### config.mk
export PLATFORM = sky130hd
export DESIGN_NAME = irq_ack_decoder
export DESIGN_NICKNAME = d
export VERILOG_FILES = /design/src/rtl/irq_ack_decoder_pkg.sv /design/src/rtl/irq_ack_decoder_onehot_decoder.sv /design/src/rtl/irq_ack_decoder.sv
export SDC_FILE = /design/constraint.sdc
export NUM_CORES = 1
export LEC_CHECK = 0
export BUFFER_PORTS_ARGS = -buffer_cell sky130_fd_sc_hd__buf_2
export CORE_AREA = 2 2 39 41
export CTS_BUF_LIST = sky130_fd_sc_hd__clkbuf_16
export DETAILED_ROUTE_END_ITERATION = 6
export DIE_AREA = 0 0 41 43
export SETUP_SLACK_MARGIN = 0.5
export SYNTH_ARGS = -nofsm -noshare
export SYNTH_HDL_FRONTEND = slang
export SYNTH_SLANG_ARGS = --single-unit
### constraint.sdc
create_clock -name clk -period 1.49 [get_ports clk]
set_input_delay 0 -clock clk [delete_from_list [all_inputs] [get_ports clk]]
set_output_delay 0 -clock clk [all_outputs]
set_load 0.03 [all_outputs]
### src/rtl/irq_ack_decoder_pkg.sv
// Shared widths for the interrupt subsystem.
// The pending/acknowledge block and the priority encoder both take their
// default sizes from here, so the two instances always agree on them.
package irq_ack_decoder_pkg;

  // Number of interrupt request lines.
  localparam int NrOfInputBits  = 4;
  // Width of the binary interrupt address the core acknowledges.
  localparam int NrOfSelectBits = 2;

endpackage : irq_ack_decoder_pkg

### src/rtl/irq_ack_decoder_onehot_decoder.sv
// Binary-to-one-hot decoder with a range flag.
// This is the inverse of the priority encoder. An address at or above
// NrOfInputBits gives an all-zero one-hot and in_range = 0.
module onehot_decoder
  import irq_ack_decoder_pkg::*;
#(
  parameter int NrOfInputBits  = irq_ack_decoder_pkg::NrOfInputBits,
  parameter int NrOfSelectBits = irq_ack_decoder_pkg::NrOfSelectBits
) (
  input  logic [NrOfSelectBits-1:0] addr,
  output logic [NrOfInputBits-1:0]  onehot,
  output logic                      in_range
);

  // Compare the address against every legal index. No index can match an
  // out-of-range address, so both outputs stay zero for it.
  always_comb begin
    onehot   = '0;
    in_range = 1'b0;
    for (int i = 0; i < NrOfInputBits; i++) begin
      if (addr == NrOfSelectBits'(i)) begin
        onehot[i] = 1'b1;
        in_range  = 1'b1;
      end
    end
  end

endmodule : onehot_decoder

### src/rtl/irq_ack_decoder.sv
// Interrupt pending/acknowledge block.
// Rising edges on irq_in set bits in the pending vector. A legal acknowledge
// from the core clears one pending bit. Every output comes straight from a
// flop and gives the acknowledge result one cycle after ack_valid.
module irq_ack_decoder
  import irq_ack_decoder_pkg::*;
#(
  parameter int NrOfInputBits  = irq_ack_decoder_pkg::NrOfInputBits,
  parameter int NrOfSelectBits = irq_ack_decoder_pkg::NrOfSelectBits
) (
  input  logic                      clk,
  input  logic                      rst_n,
  input  logic [NrOfInputBits-1:0]  irq_in,
  input  logic                      ack_valid,
  input  logic [NrOfSelectBits-1:0] ack_addr,
  output logic [NrOfInputBits-1:0]  pending,
  output logic [NrOfInputBits-1:0]  ack_onehot,
  output logic                      ack_done,
  output logic                      ack_err
);

  logic [NrOfInputBits-1:0] irq_prev_q, irq_prev_d;
  logic [NrOfInputBits-1:0] pending_q, pending_d;
  logic [NrOfInputBits-1:0] ack_onehot_q, ack_onehot_d;
  logic                     ack_done_q, ack_done_d;
  logic                     ack_err_q, ack_err_d;

  logic [NrOfInputBits-1:0] dec_onehot;
  logic                     dec_in_range;
  logic [NrOfInputBits-1:0] rise;
  logic [NrOfInputBits-1:0] clr;
  logic                     ack_legal;

  onehot_decoder #(
    .NrOfInputBits (NrOfInputBits),
    .NrOfSelectBits(NrOfSelectBits)
  ) u_onehot_decoder (
    .addr    (ack_addr),
    .onehot  (dec_onehot),
    .in_range(dec_in_range)
  );

  // Judge the acknowledge against pending as it stood before this edge.
  // A rise captured at the same edge cannot make the acknowledge legal.
  always_comb begin
    rise      = irq_in & ~irq_prev_q;
    ack_legal = ack_valid & dec_in_range & (|(dec_onehot & pending_q));
    clr       = ack_legal ? dec_onehot : '0;
  end

  // Apply the clear first and the set second, so a new event on the
  // acknowledged bit is kept.
  always_comb begin
    irq_prev_d = irq_in;
    pending_d  = (pending_q & ~clr) | rise;
  end

  // Result of this cycle's acknowledge. It is all zero when no ack is present.
  always_comb begin
    ack_done_d   = ack_legal;
    ack_err_d    = ack_valid & ~ack_legal;
    ack_onehot_d = clr;
  end

  // State and result registers. Reset clears them all, so an acknowledge
  // that arrives during reset is lost.
  always_ff @(posedge clk or negedge rst_n) begin
    if (!rst_n) begin
      irq_prev_q   <= '0;
      pending_q    <= '0;
      ack_onehot_q <= '0;
      ack_done_q   <= 1'b0;
      ack_err_q    <= 1'b0;
    end else begin
      irq_prev_q   <= irq_prev_d;
      pending_q    <= pending_d;
      ack_onehot_q <= ack_onehot_d;
      ack_done_q   <= ack_done_d;
      ack_err_q    <= ack_err_d;
    end
  end

  assign pending    = pending_q;
  assign ack_onehot = ack_onehot_q;
  assign ack_done   = ack_done_q;
  assign ack_err    = ack_err_q;

endmodule : irq_ack_decoder

==> key figures <==
Outcome
  – Status: complete, no violations

Synthesis
  – Post-synthesis sequential area ratio: 0.724
  – Top FF cell, synth: dfrtp_1
  – Yosys reg bits: 14
  – Ys async rst share: 1.00
  – Mapped cell area: 484 um2
  – Area leader, netlist: dfrtp_1
  – Share of the synthesized area in the top cell type: 0.724
  – Synth warn: 0
  – Average cell area after synthesis: 14.7 um2
  – Area contributors post-synth: dfrtp_1, inv_1, mux4_2
  – Synth Net Count: 42
  – Top cells by count, synth: dfrtp_1, inv_1, a22o_1, o22ai_1
  – Post-synth EDFFs: 0
  – Most frequent cell after synthesis: dfrtp_1
  – Post-Syn Instances: 33
  – Post-synth cell types: 11

Clock tree
  – TritonCTS clock tree: yes
  – Clock Latency Late Sink: 240 ps
  – H-Tree Depth: 1
  – Bufs on Longest Clock Path: 2
  – Clock Sink Count: 14
  – Clk slew on worst S/H paths: 40 ps
  – Root Buffer: clkbuf_16
  – Num CTS Buffers: 3

STA
  – Post-route setup TNS: 0 ps
  – Pins Over Slew Limit: 0
  – Clock Skew: 5.11 ps
  – Unrepaired setup endpoints after global routing: true
  – Fmax: 0.890 GHz
  – Final hold vios: 0
  – Final WS setup: 367 ps
  – Slew headroom: 0.804
  – Minimum clock period after layout: 1120 ps
  – Worst Max-Slew Pin Slew: 295 ps
  – Fin crit share: 0.754
  – Final setup fails: 0

Power and ir drop
  – Final total power: 1.09 mW
  – Pwr Density: 1410 mW/mm2
  – Sequential power share: 0.389
  – Net Switching: 0.248 mW
  – Net Sw Frac: 0.227
  – Lkg Pwr: 0.419 nW
  – Maximum vdd drop: 1.09 mV
  – Internal: 0.843 mW
  – Clock power frac: 0.452
  – Comb pwr share: 0.159

Global routing
  – First-pass GRT wire length: 1.35 mm
  – Overflow after GRT: 0
  – GRT Total Usage: 0.118
  – Vias in the first global route: 345
  – Initial antenna violation count: 0
  – Largest net degree at the start of global routing: 15

Cells and area
  – Fin nets: 75
  – Area Overhead vs Synth: 59.4%
  – Design area: 772 um2
  – Util after Layout: 0.558
  – Multi-input gate area: 110 um2
  – FF+latch area: 355 um2
  – Diode count: 0
  – Fill count: 117
  – Fraction of layout cells with a size suffix above 1: 0.523

Critical path
  – CP arrival: 1250 ps
  – Critical path type: reg2reg
  – Crit. End Element: register
  – CP max stage delay: 460 ps
  – Critical-path maximum fanout: 3
  – CP top delay family: multiplexers
  – Critical-path cell list: mux4_2, and2_1
  – Worst path required time: 1610 ps
  – Max stage delay cell, worst path: mux4_2
  – Buf+Inv Stages, Crit Path: 0
  – Startpoint Class: register

Routing
  – Per-cell routed wire length: 10.3 um
  – DRC Markers: 0
  – Vias per cell: 4.32
  – Antenna Nets Post-Route: 0
  – WL final: 836 um
  – TritonRoute pass-1 iters: 1
  – Detailed Route Iter0 Violations: 0
  – Vias: 350

Placement
  – I/O Buffers: 18
  – Placed Area: 599 um2
  – Dpl ws: 348 ps
  – GP Congestion: 0.657
  – DP HPWL: 562 um

Floorplanning
  – Initial Util: 0.350
  – Die area: 0.00176 mm2
  – Die H: 43 um
  – Std-Cell Rows: 14
  – DIE WIDTH: 41 um
  – Total core area: 0.00138 mm2
  – Ports: 19

Flow run
  – MaxCap Viol Count: 0

Worst hold path
  – Hold Path Class: in2reg
[per-stage QoR]
step / instances / hold WS, ps
final: 81 / 52.1
after global routing: 81 / 63.1
after CTS: 79 / 48.1
after detailed placement: 67 / -94.3
after global placement: 67 / -95.1
after floorplan: 33 / -296
[sequential cells by signal (all words and copies together), names as in the netlist]
name        flops
ack_done        1
ack_err         1
ack_onehot      4
irq_prev_q      4
pending         4
[area by class of cell]
type | count | area share
well taps | 16 | 0.0259
clock inverters | 1 | 0.00486
clock buffers | 3 | 0.0972
multi-input cells | 11 | 0.143
repair buffers | 28 | 0.230
inverters | 8 | 0.0389
flip-flops and latches | 14 | 0.460
[power groups by stage]
stage          registers, mW  clock network (mW)  logic (mW)
5_1_grt                0.429               0.525       0.188
2_1_floorplan          0.484                   0      0.0314
3_5_place_dp           0.436                   0       0.132
3_3_place_gp           0.434                   0       0.134
4_1_cts                0.425               0.512       0.162
6_report               0.425               0.493       0.173
[cell families (layout without fill, tap and decap cells)]
| logic type | after synthesis | count (layout) | share of synthesized area |
|---|---|---|---|
| flops | 14 | 14 | 0.724 |
| buf+inv | 8 | 40 | 0.0620 |
| mux | 1 | 1 | 0.0465 |
| simple gates | 6 | 6 | 0.106 |
| compound gates | 4 | 4 | 0.0620 |
[worst register-to-register path: stages, from the launching register on]
cell and delay (ps):
dfrtp_2 410, mux4_2 460, and2_1 150
[routing by layer]
layer  global-route usage  share of wire  vias to the layer above
met5                    0              0                        -
met4               0.0600              0                        0
met3               0.0628          0.091                        0
met2                0.172           0.47                       15
met1                0.135           0.44                      160
li1                     -              -                      175
[cell usage in the layout (no fill, tap or decap)]
cell	instances
buf_2	18
dfrtp_1	10
inv_1	9
dlygate4sd3_1	5
buf_4	5
dfrtp_2	4
clkbuf_16	3
a22o_1	2
nand4b_1	1
and4b_2	1
o22ai_1	1
and4bb_2	1
o22ai_2	1
mux4_2	1
and2_1	1
nor2b_1	1
nand4_1	1
[worst paths after layout]
kind / start / endpoint / slack, ps / cells after the start
max in group asynchronous: rst_n / pending[1]$_DFF_PN0_ / 1060 / 2
max: pending[1]$_DFF_PN0_ / ack_done$_DFF_PN0_ / 370 / 2
min in group asynchronous: rst_n / irq_prev_q[0]$_DFF_PN0_ / 180 / 2
max reg2reg: pending[1]$_DFF_PN0_ / ack_done$_DFF_PN0_ / 370 / 2
min reg2reg: irq_prev_q[1]$_DFF_PN0_ / pending[1]$_DFF_PN0_ / 440 / 1
min: ack_valid / ack_done$_DFF_PN0_ / 50 / 2
[what timing repair did]
item | CTS | global route
hold buffers | 5 | 0
endpoints found under the hold margin | 18 | 0
pin swaps | 0 | 1
setup buffers | 3 | 2
gates resized for setup | 0 | 1
endpoints found under the setup margin | 2 | 3
Power figures use the tool's default switching activity.
